## config.mk

```make
export PLATFORM = sky130hd
export DESIGN_NAME = hamming_74_decoder
export DESIGN_NICKNAME = d
export VERILOG_FILES = /design/src/rtl/hamming_74_pkg.sv /design/src/rtl/hamming_74_correct.sv /design/src/rtl/hamming_74_decoder.sv
export SDC_FILE = /design/constraint.sdc
export NUM_CORES = 1
export LEC_CHECK = 0
export CORE_ASPECT_RATIO = 0.9
export CORE_MARGIN = 2
export CORE_UTILIZATION = 35
export DETAILED_ROUTE_END_ITERATION = 7
export SLEW_MARGIN = 0
export SYNTH_ARGS = -nofsm -noshare
export SYNTH_HDL_FRONTEND = slang
export SYNTH_HIERARCHICAL = 1
export SYNTH_SLANG_ARGS = --single-unit
```

## constraint.sdc

```tcl
create_clock -name clk -period 1.36 [get_ports clk]
set_input_delay 0.136 -clock clk [delete_from_list [all_inputs] [get_ports clk]]
set_output_delay 0.136 -clock clk [all_outputs]
set_load 0.005 [all_outputs]
```

## src/rtl/hamming_74_pkg.sv

```systemverilog
// Shared Hamming(7,4) types, bit-position constants and the syndrome helper,
// kept here so a future encoder computes parity the same way.
package hamming_74_pkg;

    typedef logic [7:1] codeword_t;
    typedef logic [3:0] data_t;
    typedef logic [2:0] syndrome_t;

    // Data positions listed LSB first, so a data_t reads {c7,c6,c5,c3}.
    localparam int DATA_POS [4] = '{3, 5, 6, 7};
    localparam int PAR_POS  [3] = '{1, 2, 4};

    // Syndrome bit j covers every position whose index has parity bit j set.
    function automatic syndrome_t calc_syndrome(codeword_t code);
        syndrome_t syn;
        syn = '0;
        for (int j = 0; j < 3; j++) begin
            for (int k = 1; k <= 7; k++) begin
                if ((k & PAR_POS[j]) != 0) begin
                    syn[j] = syn[j] ^ code[k];
                end
            end
        end
        return syn;
    endfunction

endpackage

```

## src/rtl/hamming_74_correct.sv

```systemverilog
// Combinational single-error corrector: flips the bit named by the syndrome
// and extracts the data bits. With PASS_THRU=1 nothing is flipped.
module hamming_74_correct
    import hamming_74_pkg::*;
#(
    parameter int PASS_THRU = 0
) (
    input  logic [7:1] code_i,
    input  logic [2:0] syndrome_i,
    output logic [3:0] data_o,
    output logic       corrected_o
);

    logic      flip_en;
    codeword_t fixed;

    assign flip_en     = (PASS_THRU == 0) && (syndrome_i != 3'd0);
    assign corrected_o = flip_en;

    always_comb begin
        fixed  = code_i;
        data_o = '0;
        for (int k = 1; k <= 7; k++) begin
            if (flip_en && (syndrome_i == 3'(k))) begin
                fixed[k] = ~code_i[k];
            end
        end
        for (int i = 0; i < 4; i++) begin
            data_o[i] = fixed[DATA_POS[i]];
        end
    end

endmodule

```

## src/rtl/hamming_74_decoder.sv

```systemverilog
// Two-stage valid/ready Hamming(7,4) decoder. Defining HAMMING_ERR_CNT_EN adds
// a saturating corrected-error counter with err_count / err_count_clr ports.
module hamming_74_decoder
    import hamming_74_pkg::*;
#(
    parameter int CNT_W     = 8,
    parameter int PASS_THRU = 0
) (
    input  logic             clk,
    input  logic             rst,
    input  logic             in_valid,
    output logic             in_ready,
    input  logic [7:1]       in_code,
    output logic             out_valid,
    input  logic             out_ready,
    output logic [3:0]       out_data,
    output logic [2:0]       out_syndrome,
`ifdef HAMMING_ERR_CNT_EN
    output logic [CNT_W-1:0] err_count,
    input  logic             err_count_clr,
`endif
    output logic             out_corrected
);

    if (CNT_W < 1) begin : g_bad_cnt_w
        $error("CNT_W must be at least 1");
    end

    logic      s1_valid_q, s1_valid_d;
    codeword_t s1_code_q, s1_code_d;
    syndrome_t s1_syn_q, s1_syn_d;
    logic      s2_valid_q, s2_valid_d;
    data_t     s2_data_q, s2_data_d;
    syndrome_t s2_syn_q, s2_syn_d;
    logic      s2_corr_q, s2_corr_d;
    logic      s1_adv, s2_adv;
    data_t     fix_data;
    logic      fix_corr;

    assign s2_adv   = !s2_valid_q || out_ready;
    assign s1_adv   = !s1_valid_q || s2_adv;
    assign in_ready = s1_adv;

    hamming_74_correct #(
        .PASS_THRU   (PASS_THRU)
    ) u_correct (
        .code_i      (s1_code_q),
        .syndrome_i  (s1_syn_q),
        .data_o      (fix_data),
        .corrected_o (fix_corr)
    );

    // Payload registers only load on a real transfer, so in_code is ignored otherwise.
    always_comb begin
        s1_valid_d = s1_valid_q;
        s1_code_d  = s1_code_q;
        s1_syn_d   = s1_syn_q;
        s2_valid_d = s2_valid_q;
        s2_data_d  = s2_data_q;
        s2_syn_d   = s2_syn_q;
        s2_corr_d  = s2_corr_q;
        if (s1_adv) begin
            s1_valid_d = in_valid;
            if (in_valid) begin
                s1_code_d = in_code;
                s1_syn_d  = calc_syndrome(in_code);
            end
        end
        if (s2_adv) begin
            s2_valid_d = s1_valid_q;
            if (s1_valid_q) begin
                s2_data_d = fix_data;
                s2_syn_d  = s1_syn_q;
                s2_corr_d = fix_corr;
            end
        end
    end

    always_ff @(posedge clk) begin
        if (rst) begin
            s1_valid_q <= 1'b0;
            s1_code_q  <= '0;
            s1_syn_q   <= '0;
            s2_valid_q <= 1'b0;
            s2_data_q  <= '0;
            s2_syn_q   <= '0;
            s2_corr_q  <= 1'b0;
        end else begin
            s1_valid_q <= s1_valid_d;
            s1_code_q  <= s1_code_d;
            s1_syn_q   <= s1_syn_d;
            s2_valid_q <= s2_valid_d;
            s2_data_q  <= s2_data_d;
            s2_syn_q   <= s2_syn_d;
            s2_corr_q  <= s2_corr_d;
        end
    end

    assign out_valid     = s2_valid_q;
    assign out_data      = s2_data_q;
    assign out_syndrome  = s2_syn_q;
    assign out_corrected = s2_corr_q;

`ifdef HAMMING_ERR_CNT_EN
    logic [CNT_W-1:0] cnt_q, cnt_d;

    // Clear beats a same-cycle increment; the count sticks at all-ones.
    always_comb begin
        cnt_d = cnt_q;
        if (err_count_clr) begin
            cnt_d = '0;
        end else if (out_valid && out_ready && out_corrected && (cnt_q != {CNT_W{1'b1}})) begin
            cnt_d = cnt_q + CNT_W'(1);
        end
    end

    always_ff @(posedge clk) begin
        if (rst) begin
            cnt_q <= '0;
        end else begin
            cnt_q <= cnt_d;
        end
    end

    assign err_count = cnt_q;
`endif

endmodule

```

### Word-level counts from Yosys, hierarchy flattened

Index checks and enable logic that the tools add are counted.
W data, S select, Z words.

| word-level totals | value |
|---|---|
| memory bits (writable) | 0 |
| register bits after elaboration | 20 |
| word-level logic and storage cells | 57 |
| memory bits (read-only) | 0 |
| input bits | 11 |
| bits in latches | 0 |
| memories | 0 |
| output and inout bits | 10 |

| operators by class | value |
|---|---|
| $add $sub $neg | 0 |
| equality and inequality tests | 4 |
| $lt $le $gt $ge | 0 |
| multiply operators | 0 |
| shifts and indexed selects | 0 |
| reductions and logical operators | 11 |
| bitwise logic cells | 13 |
| muxes and demuxes | 22 |
| div/mod/pow operators | 0 |

Operator list:

| kind | number |
|---|---|
| $mux W1 | 22 |
| $eq A3 B3 Y1 const B | 3 |
| $xor A1 B1 Y1 | 9 |
| $logic_and A1 B1 Y1 | 4 |
| $not A1 Y1 | 4 |
| $reduce_and A2 Y1 | 2 |
| $eq A3 B2 Y1 const B | 1 |
| $reduce_bool A3 Y1 | 1 |
| $logic_not A1 Y1 | 2 |
| $logic_or A1 B1 Y1 | 2 |

### Longest topological paths before layout

Gate-level depths: netlist of the first run.

| depth | value |
|---|---|
| word-level depth | 11 |
| mapped depth | 7 |
| depth with buffers taken out | 4 |

### Cells and area by module

Netlist of the first run, hierarchy kept.

Modules (own cells, without submodules):

| module | instances | cells an instance | area each (µm²) | seq. area each (µm²) |
|---|---|---|---|---|
| hamming_74_decoder | 1 | 94 | 840.8 | 400.4 |
| hamming_74_correct | 1 | 9 | 68.8 | 0.0 |

### Worst setup path before layout of the first run

No wires, ideal clock.

| timing path | value |
|---|---|
| path type | reg-to-reg |
| start | register s1_valid_q |
| end | register s1_syn_q[2] |
| stages on the path, launching flop included | 7 |
| clock period less this slack | 1.159 ns |
| slack | 0.201 ns |
| setup time | 0.088 ns |
| arrival | 1.071 ns |
| required time | 1.272 ns |
| path buffers | 3 |
| path through | dfxtp_1 -> buf_6 -> and3b_1 -> buf_6 -> inv_6 -> buf_6 -> a311oi_2 |

| on the way | value |
|---|---|
| cells in the longest elaborated chain, start to end | 3 |

Ends and longest elaborated chain:

| item | RTL line | text |
|---|---|---|
| start, declared | hamming_74_decoder.sv:29 | `logic s1_valid_q, s1_valid_d;` |
| start signal, assigned | hamming_74_decoder.sv:89 | `s1_valid_q <= s1_valid_d;` |
| $logic_not A1 Y1 | hamming_74_decoder.sv:41 | `assign s1_adv = !s1_valid_q \|\| s2_adv;` |
| $logic_or A1 B1 Y1 | hamming_74_decoder.sv:41 |  |
| via in_ready | hamming_74_decoder.sv:12 | `output logic in_ready,` |
| $reduce_and A2 Y1 (no source line) | - |  |
| end signal, assigned | hamming_74_decoder.sv:91 | `s1_syn_q <= s1_syn_d;` |
| end, declared | hamming_74_decoder.sv:31 | `syndrome_t s1_syn_q, s1_syn_d;` |

The timed path passes the listed nets, and every way through them passes these cells.
A chain may end at the register's enable or synchronous reset.

### Worst setup path after layout of the first run

| timing path | value |
|---|---|
| start | register s2_valid_q, in the netlist out_valid |
| end | output out_valid |

RTL lines:

| item | RTL line | text |
|---|---|---|
| start, declared | hamming_74_decoder.sv:32 | `logic s2_valid_q, s2_valid_d;` |
| start signal, assigned | hamming_74_decoder.sv:92 | `s2_valid_q <= s2_valid_d;` |
| end, declared | hamming_74_decoder.sv:14 | `output logic out_valid,` |

No word-level cell between the ends.

==> results of run 1 <==
==> how the worst max path moves through the flow <==
| stage | startpoint | end | slack, ns |
|---|---|---|---|
| finish | out_valid | out_valid | 0.08 |
| global route | out_syndrome[1] | out_syndrome[1] | 0.04 |
| CTS | out_valid | in_ready | 0.02 |
| detailed placement | out_ready | in_ready | -0.21 |
| global placement | out_ready | in_ready | -0.20 |
| floorplan | s1_valid_q | s1_syn_q[2] | 0.22 |
==> power by group <==
part | switching (W) | total, W | internal (W)
combinational | 0.0000758 | 0.000187 | 0.000111
clock | 0.000149 | 0.000263 | 0.000114
sequential | 0.0000266 | 0.000553 | 0.000526
==> flip-flops by register name, indices dropped and copies added (netlist names) <==
name and cells:
out_data 4, s1_code_q 4, out_syndrome 3, s1_syn_q 3, out_corrected 1, out_valid 1
s1_valid_q 1
==> metrics by stage <==
stage	total power [W]	cell area, um2
finish	0.00100	1070
global route	0.00106	1070
CTS	0.00102	1070
detailed placement	0.000753	1050
global placement	0.000749	1050
floorplan	0.000668	805
==> routing by layer <==
metal,track usage,vias up,part of all wire
met5,0,-,0
met4,0.0750,0,0.013
met1,0.151,301,0.48
li1,-,370,-
met3,0.0333,2,0.060
met2,0.197,21,0.45
==> final cells by class <==
cell class	instances	area, um2	share of cell area
inverter	3	16.3	0.0151
tap	27	33.8	0.0314
clock buffer	4	26.3	0.0244
timing repair buffer	26	258	0.240
multi-input combinational	64	399	0.371
sequential	17	342	0.318
==> timing repair <==
action | 4_1_cts | 5_1_grt
hold buffers | 0 | 0
pin swaps | 0 | 1
endpoints found under the setup margin | 1 | 1
cloned | 0 | 0
resized for setup | 2 | 2
==> cell usage in the layout, fill, tap and decap left out, drive strengths merged <==
master / count
and3b: 1
a311oi: 3
a21oi: 17
dfxtp: 17
nor2b: 1
xnor2: 12
clkdlybuf4s15: 1
clkdlybuf4s50: 19
o21ai: 12
clkbuf: 4
buf: 6
nand3b: 3
or3: 1
nand3: 13
nand2b: 1
inv: 3
==> results.md, run 1 <==
* Pre-CTS setup slack at -0.209 ns
* Layout cells sized above 1 at 0.114
* Worst path depth at 1
* Hold Path Stages at 2
* Vias at 694
* Vias in the first global route at 561
* DP HPWL at 1160 um
* CP Launch Type: flip-flop
* Crit path largest cell delay at 0.51 ns
* Kind of critical path: flip-flop to output pin
* Actual slew at the worst max-slew pin at 0.304 ns
* CP Buf/Inv Count at 1
* Antenna fix cells at 0
* CTS buffer count at 3
* Synth Area per Inst at 8.84 um2
* Die Y at 49.5 um
* Pwr dens at 933 nW/um2
* Row Count at 16
* Setup violators final at 0
* Pins over their slew limit at 0
* Initial Util at 0.369
* Setup crit end kind: output pin
* Req. time, crit path at 1.22 ns
* Endpoints failing hold at 0
* Drt wl/cell at 10.9 um
* Leakage at 0.365 nW
* Post-Layout Cell Count at 141
* Setup TNS at 0 ns
* Hold endpoint: out_syndrome[2]
* Path type of the worst min-delay path: flip-flop to flip-flop
* Final hold slack at 0.477 ns
* Final ANT Viol Nets at 0
* Die width at 54.5 um
* Core area at 2180 um2
* Mapped Cells at 91
* Area growth, synth to finish at 33.6%
* Mapped cell area at 805 um2
* Critical path, cell by cell: clkdlybuf4s50_1
* CTS Buffer Depth at 2
* Largest net degree at the start of global routing at 18
* CTS tree: yes
* Sink Count at 17
* WL final at 1540 um
* Reg-to-reg endpoint: s1_syn_q[0]
* Reg clk slew, reported paths at 0.09 ns
* Final setup margin at 0.0843 ns
* Initial antenna violation count at 0
* Grt ovf at 0
* NumNets Final at 126
* Fin util at 0.493
* Layout filler cell count at 232
* Tot GR Track Use at 0.126
* # port buffers at 20
* R2R cell count at 5
* Maximum clock frequency at 784 MHz
* Syn Nets at 102
* Drt via density at 4.92
* Hold path startpoint: out_syndrome[2]
* Period utilization at 0.938
* Top delay family on crit path: buffers and inverters
* Ports at 21
* Global-route wire length before repair at 2470 um
* Maximum vdd drop at 0.410 mV
* Syn. warnings at 6
* Status: finished, final reports clean
* Slowest cell on crit path: clkdlybuf4s50_1
* Arr. time, crit path at 1.14 ns
* Reg-to-Reg Start: out_valid
* Rel. slew slack at 0.798
* Final min period at 1.28 ns
* Worst-Skew Late Latency at 0.28 ns
* Setup skew after layout at 0.00136 ns
* Root buffer cell: clkbuf_4
* Max Cap Viol at 0
* Die Area at 2700 um2
* Drt initial violations at 6
* Flop-to-flop setup slack at 0.16 ns
* DP Cell Count at 137
* Remaining DRCs at 0
* H-tree lvl count at 1
* Unrepaired setup endpoints after global routing: no
* Setup repair bufs after CTS at 0
* Detailed Routing Iterations Pass 1 at 4
* Worst-path maximum fanout at 4
* GPL Wtd Cong at 0.720
Note: power is estimated with default switching activity, not from simulation.
==> inputs of run 2 (changes only) <==
--- a/config.mk
+++ b/config.mk
@@ -7,7 +7,7 @@
 export LEC_CHECK = 0
 export CORE_ASPECT_RATIO = 0.9
 export CORE_MARGIN = 2
-export CORE_UTILIZATION = 35
+export CORE_UTILIZATION = 26
 export DETAILED_ROUTE_END_ITERATION = 7
 export SLEW_MARGIN = 0
 export SYNTH_ARGS = -nofsm -noshare
==> results.md, run 2 (synthesized netlist as in run 1, its figures left out) <==
* Root buffer cell: clkbuf_4
* H-tree lvl count at 1
* Endpoints failing hold at 0
* GPL Wtd Cong at 0.722
* Pins over their slew limit at 0
* CTS tree: yes
* Switching power at 0.000248 W
* Status: finished, final reports clean
* CTS buffer count at 3
* CP Launch Type: input port
* Kind of critical path: input port to output pin
* Core area at 3000 um2
* Actual slew at the worst max-slew pin at 0.313 ns
* Reg power frac at 0.554
* Vias at 734
* Logic pwr share at 0.187
* Req. time, crit path at 1.22 ns
* Rel. slew slack at 0.791
* Total cell area at the placement stage at 1040 um2
* Final min period at 1.27 ns
* Area growth, synth to finish at 35.3%
* Global-route wire length before repair at 2890 um
* Row Count at 19
* Commonest cells after routing, fill and taps aside: clkdlybuf4s50_1, a21oi_1, dfxtp_1, nand3_1
* Worst-path maximum fanout at 3
* Die width at 62.6 um
* Tot GR Track Use at 0.102
* Detailed Routing Iterations Pass 1 at 4
* Sw frac at 0.248
* Ports at 21
* Unrepaired setup endpoints after global routing: no
* DP HPWL at 1250 um
* Max Cap Viol at 0
* Drt via density at 4.68
* Initial antenna violation count at 0
* Setup violators final at 0
* Final ANT Viol Nets at 0
* Reg area at 342 um2
* Drt initial violations at 22
* Maximum clock frequency at 788 MHz
* Largest net degree at the start of global routing at 18
* Die Area at 3560 um2
* Maximum vdd drop at 0.311 mV
* Commonest non-fill, non-tap cell in the layout: clkdlybuf4s50_1
* DP Cell Count at 151
* Path type of the worst min-delay path: flip-flop to flip-flop
* Sink Count at 17
* Int Pwr at 0.000749 W
* Clock Power Share at 0.259
* Arr. time, crit path at 1.13 ns
* Reg clk slew, reported paths at 0.09 ns
* # port buffers at 20
* Grt ovf at 0
* Setup skew after layout at 0.000692 ns
* Post-Layout Cell Count at 157
* Pwr dens at 915 nW/um2
* Period utilization at 0.933
* Layout cells sized above 1 at 0.122
* Vias in the first global route at 647
* Initial Util at 0.269
* Hold_buf cts at 0
* Worst-Skew Late Latency at 0.28 ns
* Multi-input gate area at 399 um2
* CTS Buffer Depth at 2
* Antenna fix cells at 0
* Remaining DRCs at 0
* Die Y at 56.8 um
* Layout filler cell count at 332
* Setup crit end kind: output pin
* WL final at 1640 um
* Fin area at 1090 um2
* NumNets Final at 127
* Leakage at 0.366 nW
* Drt wl/cell at 10.4 um
[run 2: cell types whose count changed in the layout (fill, tap and decap cells not counted), sizes merged]
cell and change:
buf +1
[run 2: final timing paths]
kind,to,slack [ns],cells past startpoint,startpoint
setup / recovery,in_ready,0.09,4,out_ready
hold / removal,out_syndrome[1],0.48,2,out_syndrome[1]
hold reg to reg,out_syndrome[1],0.48,2,out_syndrome[1]
setup reg to reg,s1_syn_q[0],0.17,5,out_valid
[run 2: critical path, stage by stage]
cell	delay [ns]
clkdlybuf4s50_1	0.49
and3b_2	0.26
inv_6	0.05
clkdlybuf4s15_1	0.20
[run 2: layout make-up]
type | instances | share of cell area
Inverter | 3 | 0.0149
Timing Repair Buffer | 27 | 0.232
Sequential cell | 17 | 0.314
Multi-Input combinational cell | 64 | 0.367
Clock buffer | 4 | 0.0241
Tap cell | 42 | 0.0483
[run 2: power by group through the flow]
stage / sequential (W) / clock, W / combinational [W]
floorplan: 0.000558 / 0 / 0.000110
global placement: 0.000563 / 0 / 0.000182
detailed placement: 0.000564 / 0 / 0.000184
CTS: 0.000553 / 0.000277 / 0.000185
global route: 0.000557 / 0.000298 / 0.000208
finish: 0.000552 / 0.000258 / 0.000186
[run 2: timing repair]
| action | 4_1_cts | 5_1_grt |
|---|---|---|
| buffers inserted | 1 | 1 |
| setup endpoints to repair | 1 | 1 |
| resized for setup | 3 | 1 |
| pin swaps | 1 | 1 |
| endpoints found under the hold margin | 0 | 0 |
| cloned | 0 | 0 |
[run 2: layer usage]
metal	vias to the layer above	track usage	part of all wire
met1	328	0.134	0.46
met2	31	0.160	0.45
met5	-	0	0
met4	0	0.0190	0.0061
met3	2	0.0421	0.084
li1	373	-	-
[run 2: stage by stage]
step	util	hold slack (ns)	setup TNS, ns	power, W	worst slack, ns
CTS	0.360	0.481	0	0.00102	0.0212
global route	0.363	0.500	0	0.00106	0.0361
finish	0.363	0.479	0	0.000996	0.0911
global placement	0.349	0.463	-1.00	0.000745	-0.237
floorplan	-	0.284	0	0.000668	0.218
detailed placement	0.349	0.470	-1.05	0.000748	-0.232
==> inputs of run 3 (changes only) <==
--- a/config.mk
+++ b/config.mk
@@ -12,5 +12,4 @@
 export SLEW_MARGIN = 0
 export SYNTH_ARGS = -nofsm -noshare
 export SYNTH_HDL_FRONTEND = slang
-export SYNTH_HIERARCHICAL = 1
 export SYNTH_SLANG_ARGS = --single-unit
==> results.md, run 3 <==
* Status: finished, final reports clean
* Detailed Routing Iterations Pass 1 at 4
* Rel. slew slack at 0.776
* Global-route wire length before repair at 3020 um
* R2R cell count at 3
* Synth cell types at 20
* Simple-Gate Fraction of Synth Area at 0.134
* Largest family of logic cells by synthesized area: compound AO/OA/AOI/OAI gates
* Kind of critical path: flip-flop to output pin
* PnR Total Power at 0.00101 W
* Actual slew at the worst max-slew pin at 0.335 ns
* Remaining DRCs at 0
* Seq/Total Area, Yosys at 0.438
* Hold path startpoint: out_ready
* Crit path largest cell delay at 0.50 ns
* Flop-to-flop setup slack at 0.15 ns
* Layout cells sized above 1 at 0.115
* Path type of the worst min-delay path: input port to flip-flop
* Die Y at 55.9 um
* Compound-Gate Fraction of Synth Area at 0.261
* Reg-to-Reg Start: s1_syn_q[2]
* Seq cells post-synth at 17
* Asr flop ratio synth at 0
* Antenna fix cells at 0
* NumNets Final at 125
* Endpoints failing hold at 0
* EDFF count, synth at 0
* DP HPWL at 1290 um
* Setup crit end kind: output pin
* Commonest cells after routing, fill and taps aside: a21oi_1, clkdlybuf4s50_1, dfxtp_1, o21ai_0
* Row Count at 18
* Mapped cell area at 777 um2
* Post-synthesis mux area share at 0
* Die Area at 3440 um2
* CTS tree: yes
* Worst-path maximum fanout at 2
* Dominant cells by area after synthesis: dfxtp_1, a21oi_1, xnor2_1, a311oi_1, o21ai_0
* Worst-Skew Late Latency at 0.28 ns
* Pwr dens at 955 nW/um2
* Hold endpoint: out_syndrome[0]
* Syn. warnings at 0
* CTS buffer count at 3
* Slowest cell on crit path: clkdlybuf4s50_1
* Post-synth top area cell: dfxtp_1
* Setup violators final at 0
* # port buffers at 20
* Drt via density at 4.73
* Largest net degree at the start of global routing at 18
* Max Cap Viol at 0
* WL final at 1650 um
* Final ANT Viol Nets at 0
* CP Launch Type: flip-flop
* Mapped Cells at 89
* Syn Nets at 100
* Grt ovf at 0
* Reg-to-reg endpoint: out_data[1]
* Hold Path Stages at 4
* GPL Wtd Cong at 0.674
* Synth Area per Inst at 8.73 um2
* Root buffer cell: clkbuf_4
* Unrepaired setup endpoints after global routing: no
* Reg clk slew, reported paths at 0.09 ns
* Leakage at 0.365 nW
* Req. time, crit path at 1.22 ns
* Drt initial violations at 13
* Final min period at 1.27 ns
* Final hold slack at 0.411 ns
* Post-Synth XOR/XNOR Area at 0.101
* Die width at 61.6 um
* Vias in the first global route at 692
* Yosys top cell area share at 0.438
* Arr. time, crit path at 1.14 ns
* CTS Buffer Depth at 2
* Top FF cell, synth: dfxtp_1
* CP Buf/Inv Count at 1
* Vias at 724
* Tot GR Track Use at 0.115
* Post-Synth Adder-Cell Area at 0
* Period utilization at 0.937
* Ports at 21
* Area growth, synth to finish at 36.6%
* Maximum vdd drop at 0.382 mV
* Critical path, cell by cell: clkdlybuf4s50_1
* Top cells by instance count after synthesis: a21oi_1, dfxtp_1, o21ai_0
* Core area at 2790 um2
* Maximum clock frequency at 785 MHz
* Drt wl/cell at 10.8 um
* H-tree lvl count at 1
* Initial antenna violation count at 0
* Top delay family on crit path: buffers and inverters
* Initial Util at 0.278
* Pins over their slew limit at 0
* Sink Count at 17
* Setup skew after layout at 0.00571 ns
run 3: logic make-up after synthesis:
| logic type | count (synthesis) |
|---|---|
| XOR/XNOR | 9 |
| flip-flops | 17 |
| AO/OA/AOI/OAI | 35 |
| AND/OR/NAND/NOR | 19 |
| buffers and inverters | 9 |
run 3: routing by layer:
metal  vias to the layer above  GRT usage  wire [um]
met5                         -          0          0
met2                        15      0.177        795
li1                        373          -          -
met1                       334      0.147        765
met4                         0     0.0334         20
met3                         2     0.0442         71
run 3: worst max path at each step:
stage	startpoint	slack, ns	cells past startpoint	end
2_1_floorplan	s1_valid_q	0.23	6	s1_syn_q[2]
3_3_place_gp	out_ready	-0.17	4	in_ready
3_5_place_dp	out_ready	-0.17	4	in_ready
4_1_cts	out_valid	0.005	2	out_valid
5_1_grt	s1_syn_q[0]	0.005	3	out_data[0]
6_report	out_syndrome[1]	0.09	1	out_syndrome[1]
run 3: layout make-up:
cell class / count / area (um2)
well taps: 40 / 50.0
flip-flops and latches: 17 / 343
clock buffers: 4 / 26.3
inverters: 3 / 11.3
multi-input cells: 63 / 385
fillers: 319 / 1730
repair buffers: 26 / 245
run 3: power breakdown:
| part | internal, W | switching, W |
|---|---|---|
| clock network | 0.000114 | 0.000146 |
| registers | 0.000532 | 0.0000309 |
| logic | 0.000111 | 0.0000797 |
| total | 0.000757 | 0.000257 |
run 3: what timing repair did:
action,in CTS,in global routing
hold buffers,0,0
endpoints found under the setup margin,1,2
buffers inserted,1,0
hold endpoints to repair,0,0
resized for setup,3,2
run 3: stage by stage:
stage          cell area (um2)  std cells  setup slack [ns]  setup TNS [ns]  utilization
2_1_floorplan              777         89             0.231               0            -
3_3_place_gp              1020        148            -0.169          -0.469        0.367
3_5_place_dp              1020        148            -0.173          -0.692        0.367
4_1_cts                   1060        153           0.00472               0        0.379
5_1_grt                   1060        153           0.00533               0        0.380
6_report                  1060        153            0.0860               0        0.380
